**src/rtl/led_scan_ctrl.sv**
```systemverilog
`default_nettype none
// ============================================================================
// Module      : led_scan_ctrl
// Description : Sequencer for a 3-to-8 LED decoder. Produces the select index
//               and decoder enable so that one LED at a time is lit, stepping
//               after a programmable dwell. Four sweep modes: up, down,
//               ping-pong and single-shot up.
// Ports       : clk_i    - system clock (rising edge)
//               rst_i    - asynchronous active-high reset
//               start_i  - starts a sweep from IDLE (level, sampled per cycle)
//               stop_i   - aborts a sweep (level, has priority over start)
//               mode_i   - 00 up, 01 down, 10 ping-pong, 11 single-shot up
//               period_i - dwell length minus 1, in clock cycles
//               idx_o    - LED index to the decoder select input
//               en_o     - decoder enable, high while running
//               busy_o   - high while running
//               done_o   - one-cycle pulse when a single-shot sweep ends
// Revision    : 1.0 - initial release
// ============================================================================
module led_scan_ctrl #(
  parameter int DIV_W = 24
) (
  input  logic             clk_i,
  input  logic             rst_i,
  input  logic             start_i,
  input  logic             stop_i,
  input  logic [1:0]       mode_i,
  input  logic [DIV_W-1:0] period_i,
  output logic [2:0]       idx_o,
  output logic             en_o,
  output logic             busy_o,
  output logic             done_o
);

  localparam logic [0:0] S_IDLE = 1'b0;
  localparam logic [0:0] S_RUN  = 1'b1;

  localparam logic [1:0] M_UP   = 2'b00;
  localparam logic [1:0] M_DOWN = 2'b01;
  localparam logic [1:0] M_PING = 2'b10;
  localparam logic [1:0] M_ONCE = 2'b11;

  logic [0:0]       r_state;
  logic [0:0]       w_state_nxt;
  logic [1:0]       r_mode;
  logic [DIV_W-1:0] r_period;
  logic [DIV_W-1:0] r_cnt;
  logic             r_dir;
  logic [2:0]       r_idx;
  logic             r_done;

  logic             w_start;
  logic             w_step;
  logic             w_last;
  logic [2:0]       w_idx_step;
  logic             w_dir_step;

  // A start is only honoured from IDLE and never together with stop.
  assign w_start = (r_state == S_IDLE) && start_i && !stop_i;
  // Stop suppresses a coincident step, so the index freezes where it was.
  assign w_step  = (r_state == S_RUN) && !stop_i && (r_cnt == r_period);
  // Final step of a single-shot sweep: leave RUN instead of wrapping.
  assign w_last  = w_step && (r_mode == M_ONCE) && (r_idx == 3'd7);

  // Index/direction after a step event.
  always_comb begin
    w_idx_step = r_idx;
    w_dir_step = r_dir;
    case (r_mode)
      M_UP:   w_idx_step = r_idx + 3'd1;
      M_DOWN: w_idx_step = r_idx - 3'd1;
      M_PING: begin
        // Reverse at the ends without re-showing the end LED.
        if (!r_dir) begin
          if (r_idx == 3'd7) begin
            w_dir_step = 1'b1;
            w_idx_step = 3'd6;
          end else begin
            w_idx_step = r_idx + 3'd1;
          end
        end else begin
          if (r_idx == 3'd0) begin
            w_dir_step = 1'b0;
            w_idx_step = 3'd1;
          end else begin
            w_idx_step = r_idx - 3'd1;
          end
        end
      end
      default: begin
        // Single-shot holds 7 on its final step.
        if (r_idx != 3'd7) begin
          w_idx_step = r_idx + 3'd1;
        end
      end
    endcase
  end

  // State register.
  always_ff @(posedge clk_i or posedge rst_i) begin
    if (rst_i) begin
      r_state <= S_IDLE;
    end else begin
      r_state <= w_state_nxt;
    end
  end

  // Next-state logic.
  always_comb begin
    w_state_nxt = r_state;
    case (r_state)
      S_IDLE: begin
        if (w_start) begin
          w_state_nxt = S_RUN;
        end
      end
      S_RUN: begin
        if (stop_i || w_last) begin
          w_state_nxt = S_IDLE;
        end
      end
      default: w_state_nxt = S_IDLE;
    endcase
  end

  // Output decode; every output is a direct copy or decode of a flop.
  always_comb begin
    en_o   = (r_state == S_RUN);
    busy_o = (r_state == S_RUN);
    idx_o  = r_idx;
    done_o = r_done;
  end

  // Datapath: captured configuration, dwell counter, index and direction.
  always_ff @(posedge clk_i or posedge rst_i) begin
    if (rst_i) begin
      r_mode   <= 2'b00;
      r_period <= '0;
      r_cnt    <= '0;
      r_dir    <= 1'b0;
      r_idx    <= 3'd0;
      r_done   <= 1'b0;
    end else begin
      r_done <= w_last;
      if (w_start) begin
        r_mode   <= mode_i;
        r_period <= period_i;
        r_cnt    <= '0;
        r_idx    <= (mode_i == M_DOWN) ? 3'd7 : 3'd0;
        r_dir    <= (mode_i == M_DOWN);
      end else if (r_state == S_RUN) begin
        if (stop_i) begin
          r_cnt <= '0;
        end else if (w_step) begin
          r_cnt <= '0;
          r_idx <= w_idx_step;
          r_dir <= w_dir_step;
        end else begin
          r_cnt <= r_cnt + DIV_W'(1);
        end
      end
    end
  end

endmodule
`default_nettype wire

```
**config.mk**
```make
export PLATFORM = sky130hd
export DESIGN_NAME = led_scan_ctrl
export DESIGN_NICKNAME = d
export VERILOG_FILES = /design/src/rtl/led_scan_ctrl.sv
export SDC_FILE = /design/constraint.sdc
export NUM_CORES = 1
export LEC_CHECK = 0
export BUFFER_PORTS_ARGS = -buffer_cell sky130_fd_sc_hd__buf_2
export CORE_MARGIN = 5
export CORE_UTILIZATION = 30
export DETAILED_ROUTE_END_ITERATION = 12
export MAX_ROUTING_LAYER = met4
export PLACE_DENSITY = 0.48
export SLEW_MARGIN = 30
export SYNTH_ARGS = -nofsm -noshare
export SYNTH_HDL_FRONTEND = slang
export SYNTH_SLANG_ARGS = --single-unit
```
**constraint.sdc**
```tcl
create_clock -name clk_i -period 2.22 [get_ports clk_i]
set_input_delay 0.111 -clock clk_i [delete_from_list [all_inputs] [get_ports clk_i]]
set_output_delay 0.111 -clock clk_i [all_outputs]
set_load 0.01 [all_outputs]
```
## Yosys cells after proc, flatten, opt, wreduce, memory -nomap -nowiden

Index checks and enable logic that the tools add are counted.

| word-level totals | value |
|---|---|
| output and inout port bits | 6 |
| bits of input ports | 30 |
| register bits | 56 |

| operators by class | value |
|---|---|
| bitwise logic cells | 1 |
| add/sub/neg operators | 3 |
| mux-type cells | 25 |
| eq/ne operators | 8 |
| reductions and logical operators | 16 |

Operator list:

| kind | count |
|---|---|
| 24-bit 2-to-1 mux | 4 |
| 3-bit 2-to-1 mux | 9 |
| 24-bit by 1-bit adder with 24-bit output, second input constant | 1 |
| 24-bit == test | 1 |
| 1-bit 2-to-1 mux | 10 |
| 3-bit case mux with 3 select lines | 1 |
| 4-bit AND reduction | 2 |
| 1-bit logical AND | 6 |
| 2-bit nonzero test | 3 |
| 5-bit nonzero test | 1 |
| 2-bit by 1-bit == test with 1-bit output, second input constant | 2 |
| 2-bit == test, second input constant | 2 |
| 3-bit by 1-bit adder with 3-bit output, second input constant | 1 |
| 3-bit == test, second input constant | 1 |
| 3-bit zero test | 1 |
| 3-bit != test, second input constant | 1 |
| 3-bit by 1-bit subtractor with 3-bit output, second input constant | 1 |
| 2-bit zero test | 1 |
| 2-bit by 1-bit != test with 1-bit output, second input constant | 1 |
| 1-bit case mux with 2 select lines | 1 |
| 1-bit zero test | 1 |
| 1-bit logical OR | 1 |
| 1-bit inverter | 1 |

## Longest topological paths before layout

| logic depth | value |
|---|---|
| depth after elaboration | 8 |
| gate-level depth with buffers | 8 |
| depth with buffers taken out | 8 |

## Least setup slack after synthesis

OpenSTA, ideal clock, no wires.

| timing path | value |
|---|---|
| kind | register -> register |
| start | register r_state, in the netlist busy_o |
| end | register r_idx[2], in the netlist idx_o[2] |
| setup slack | 279 ps |
| data arrival time | 1,815 ps |
| clock period less this slack | 1,941 ps |
| path buffers | 1 |
| cell stages (with the launch flop) | 7 |
| required time | 2,093 ps |
| path through | dfrtp_1 -> or2b_2 -> nor2_1 -> nand4_1 -> or4_1 -> buf_2 -> mux2i_1 |

| between the ends | value |
|---|---|
| cells in the longest elaborated chain, start to end | 5 |
| elaborated cells between the ends (all ways) | 11 |
| classes of those cells | eq/ne: 1; mux: 1; bitwise: 1; reduce/logical: 8 |

RTL lines:

| element | line | text |
|---|---|---|
| from (decl) | 43 | `logic [0:0] r_state;` |
| from (signal assigned) | 104 | `r_state <= w_state_nxt;` |
| 1-bit inverter | n/a |  |
| 1-bit logical AND (2 in a row) | 59 | `assign w_start = (r_state == S_IDLE) && start_i && !stop_i;` |
| 5-bit nonzero test (no line) (tied with other cells) | n/a |  |
| 4-bit AND reduction (no line) | n/a |  |
| to (signal assigned) | 149 | `r_idx <= (mode_i == M_DOWN) ? 3'd7 : 3'd0;` |
| to (signal assigned) | 156 | `r_idx <= w_idx_step;` |
| to (decl) | 49 | `logic [2:0] r_idx;` |

Parallel ways exist; a longest one is shown, timed or not.
A chain may end at the register's enable or synchronous reset.

## Worst setup path after layout

| timing path | value |
|---|---|
| start | register r_cnt[9] |
| end | register r_idx[2], in the netlist idx_o[2] |

| between the ends | value |
|---|---|
| cells in the longest elaborated chain, start to end | 4 |

RTL lines:

| element | line | text |
|---|---|---|
| from (decl) | 47 | `logic [DIV_W-1:0] r_cnt;` |
| from (signal assigned) | 159 | `r_cnt <= r_cnt + DIV_W'(1);` |
| 24-bit == test | 61 | `assign w_step = (r_state == S_RUN) && !stop_i && (r_cnt == r_period);` |
| 1-bit logical AND | 61 |  |
| 2-bit nonzero test (no line) | n/a |  |
| 4-bit AND reduction (no line) | n/a |  |

No other way between the ends.

==> metrics.md <==
| Metric | Value |
|---|---|
| Status | `complete, no violations` |
| Met2 wire length | `3300 um` |
| Diode count | `0` |
| RD Place Congestion | `0.776` |
| Worst-path maximum fanout | `3` |
| CP max stage delay | `650 ps` |
| Wire length per cell | `13.4 um` |
| Core Region | `9820 sq um` |
| Yosys warnings | `0` |
| Via density | `4.58` |
| Die H | `111 um` |
| Part of the cycle the worst path needs | `91.5%` |
| Htree depth | `2` |
| Worst hold start | `period_i[20]` |
| Synthesized flop and latch total | `56` |
| Mapped Area | `3040 sq um` |
| Post-Syn Instances | `339` |
| Hpwl dp | `5320 um` |
| Worst-path cell chain | `xor2_1 -> nor4_1 -> nand4_1 -> or4_1 -> mux2i_1` |
| Area Growth Syn to Fin | `24.1%` |
| Number of flops mapped to enable cells by yosys | `0` |
| Grt total ovfl | `0` |
| Root buf cell | `clkbuf_8` |
| CTS max path bufs | `2` |
| WP data required | `2420 ps` |
| Final setup fails | `0` |
| Worst slew pin tran | `708 ps` |
| F_max | `492 MHz` |
| CP delay by family, top | `simple AND/OR/NAND/NOR gates` |
| Crit Path Category | `register to register` |
| Num Clock Sinks | `56` |
| RSZ-0062 raised after global routing | `no` |
| Sw frac | `31.2%` |
| DR vias | `2,466` |
| Hold_ws | `0.548 ps` |
| Drt drc | `0` |
| Final WL | `7240 um` |
| Worst setup EP type | `register` |
| Vias in the first global route | `2,511` |
| Startpoint Class | `register` |
| Critical R2R Launch | `r_cnt[9]` |
| Seq pwr share | `52.3%` |
| Max transition margin | `52.8%` |
| Mean Syn Cell Area | `8.98 sq um` |
| Nets@finish | `446` |
| Global-route wire length before repair | `12,500 um` |
| DRT met1 WL | `3670 um` |
| Drt initial violations | `180` |
| Count of different cell masters after synthesis | `37` |
| Fin crit period | `2030 ps` |
| Clock Power Share | `25.8%` |
| Layout cells sized above 1 | `16.3%` |
| Critical path buffer and inverter count | `0` |
| PD cells | `621 nW/um^2` |
| Register area share after synthesis | `46.1%` |
| Top_reg_cell synth | `dfrtp_1` |
| GRT Overall Usage | `12.6%` |
| Skew-Pair Late Insertion Delay | `320 ps` |
| Sum Neg Setup Slack | `0 ps` |
| Standard-cell rows | `36` |
| CTS tree | `yes` |
| Clock-pin slew on the worst setup and hold paths | `100 ps` |
| Num CTS Buffers | `5` |
| Async SR Flop Fraction | `100%` |
| Peak VDD IR | `0.000309 V` |
| Syn nets | `380` |
| Initial Utilization | `31.0%` |
| Max-capacitance violation count | `0` |
| I/O Buffers | `35` |
| Crit. Startpoint | `r_cnt[9]` |
| Int Pwr | `1.61 mW` |
| Met3 WL | `189 um` |
| Max Slew Vio Count | `0` |
| WP data arrival | `2230 ps` |
| Switching power | `0.731 mW` |
| I/O pin cnt | `36` |
| Die W | `111 um` |
| Leak | `1.82 nW` |
| Residual antenna-violating net count after detailed routing | `0` |
| Combinational Power Share | `22.0%` |
| Postcts setup bufs | `0` |
| Final Hold Vio Count | `0` |
| Router iterations before antenna repair | `5` |
| Largest net degree at the start of global routing | `32` |
| Die area | `12,300 sq um` |
| HP Class | `primary input to register` |
| Initial antenna violation count | `0` |
| Highest routed metal layer | `met4` |
| Final Skew | `13.9 ps` |
| Critical-path top delay cell | `or4_1` |
worst reg2reg max path, stage by stage (launching register included):
cell and delay (ps):
dfrtp_1 430, xor2_1 170, nor4_1 300, nand4_1 210
or4_1 660, mux2i_1 160
power by group through the flow:
| stage | clock network, mW | registers (mW) | logic, mW |
|---|---|---|---|
| after floorplan | 0 | 1.23 | 0.336 |
| after global placement | 0 | 1.25 | 0.489 |
| after detailed placement | 0 | 1.25 | 0.492 |
| after CTS | 0.628 | 1.23 | 0.527 |
| after global routing | 0.661 | 1.24 | 0.606 |
| final | 0.604 | 1.23 | 0.516 |
sequential cells by signal, indices dropped and copies added, names as in the netlist:
| signal | flops |
|---|---|
| busy_o | 1 |
| done_o | 1 |
| idx_o | 3 |
| r_cnt | 24 |
| r_dir | 1 |
| r_mode | 2 |
| r_period | 24 |
cell usage after synthesis (2+ instances only):
cell type,instances,area share (%)
nor2_1,9,1.1
mux2i_1,4,1.3
xnor2_1,18,5.2
nor4_1,8,1.6
nor3_1,11,1.8
buf_4,2,0.49
ha_1,11,4.5
o2111ai_1,2,0.58
clkbuf_1,10,1.2
a21oi_1,27,4.4
and4_1,2,0.58
dfrtp_1,56,46
nand2_1,88,11
nor2b_1,2,0.41
o21ai_0,10,1.6
nor3b_1,2,0.49
inv_1,13,1.6
buf_6,2,0.74
xor2_1,28,8.1
nand2b_1,2,0.41
nand4_1,8,1.6
o211ai_1,2,0.49
nand3_1,8,1.3
cell usage in the layout, fill, tap and decap left out, drive strengths merged, types with 2 or more instances in the layout:
| master | netlist | routed |
|---|---|---|
| nand2 | 88 | 88 |
| dfrtp | 56 | 56 |
| buf | 6 | 52 |
| xor2 | 28 | 28 |
| a21oi | 27 | 27 |
| dlygate4sd3 | 0 | 23 |
| xnor2 | 18 | 18 |
| inv | 13 | 13 |
| nor3 | 11 | 11 |
| ha | 11 | 11 |
| o21ai | 10 | 10 |
| nor2 | 9 | 9 |
| nand4 | 8 | 8 |
| nand3 | 8 | 8 |
| nor4 | 8 | 8 |
| clkbuf | 10 | 6 |
| mux2i | 4 | 4 |
| and4 | 3 | 3 |
| nand2b | 2 | 2 |
| nor2b | 2 | 2 |
| o211ai | 2 | 2 |
| o2111ai | 2 | 2 |
| nor3b | 2 | 2 |
| clkinvlp | 0 | 2 |
final timing paths:
check / cells past startpoint / end / slack, ps
setup / recovery: 5 / idx_o[2] / 190
min in group asynchronous: 3 / done_o / 410
hold reg to reg: 2 / r_period[14] / 500
setup reg to reg: 5 / idx_o[2] / 190
hold / removal: 3 / r_period[20] / 0.5
max in group asynchronous: 4 / r_mode[0] / 1230
metrics by stage:
stage	utilization [%]	area (sq um)	power [mW]	cells	worst slack, ps
after floorplan	-	3040	1.56	339	279
after global placement	35.1	3440	1.74	508	246
after detailed placement	35.1	3440	1.74	508	180
after CTS	38.4	3770	2.38	539	163
after global routing	38.5	3780	2.51	539	40.5
final	38.5	3780	2.35	539	189
per-layer routing:
layer,track usage (%),vias to the layer above
met1,17.2,1162
met5,-,-
met3,2.18,7
met4,2.71,0
met2,19.6,36
li1,-,1261
repair_timing:
item | 4_1_cts | 5_1_grt
endpoints found under the hold margin | 49 | 0
gates resized for setup | 0 | 1
hold buffers | 23 | 0
endpoints found under the setup margin | 0 | 9
cell families after synthesis:
group           Yosys count  share of synthesized area, %
compound gates           47                          8.68
simple gates            146                          21.8
fa+ha+maj                11                          4.52
xor+xnor                 46                          13.2
buf+inv                  29                          4.36
mux                       4                          1.32
flops                    56                          46.1
layout make-up:
class | instances | area [sq um]
inverter | 13 | 48.8
timing repair buffer | 75 | 546
multi-input combinational | 254 | 1520
sequential | 56 | 1400
fill | 1044 | 6040
clock buffer | 6 | 82.6
tap | 133 | 166
clock inverter | 2 | 15.0
(Power assumes the default switching activity.)
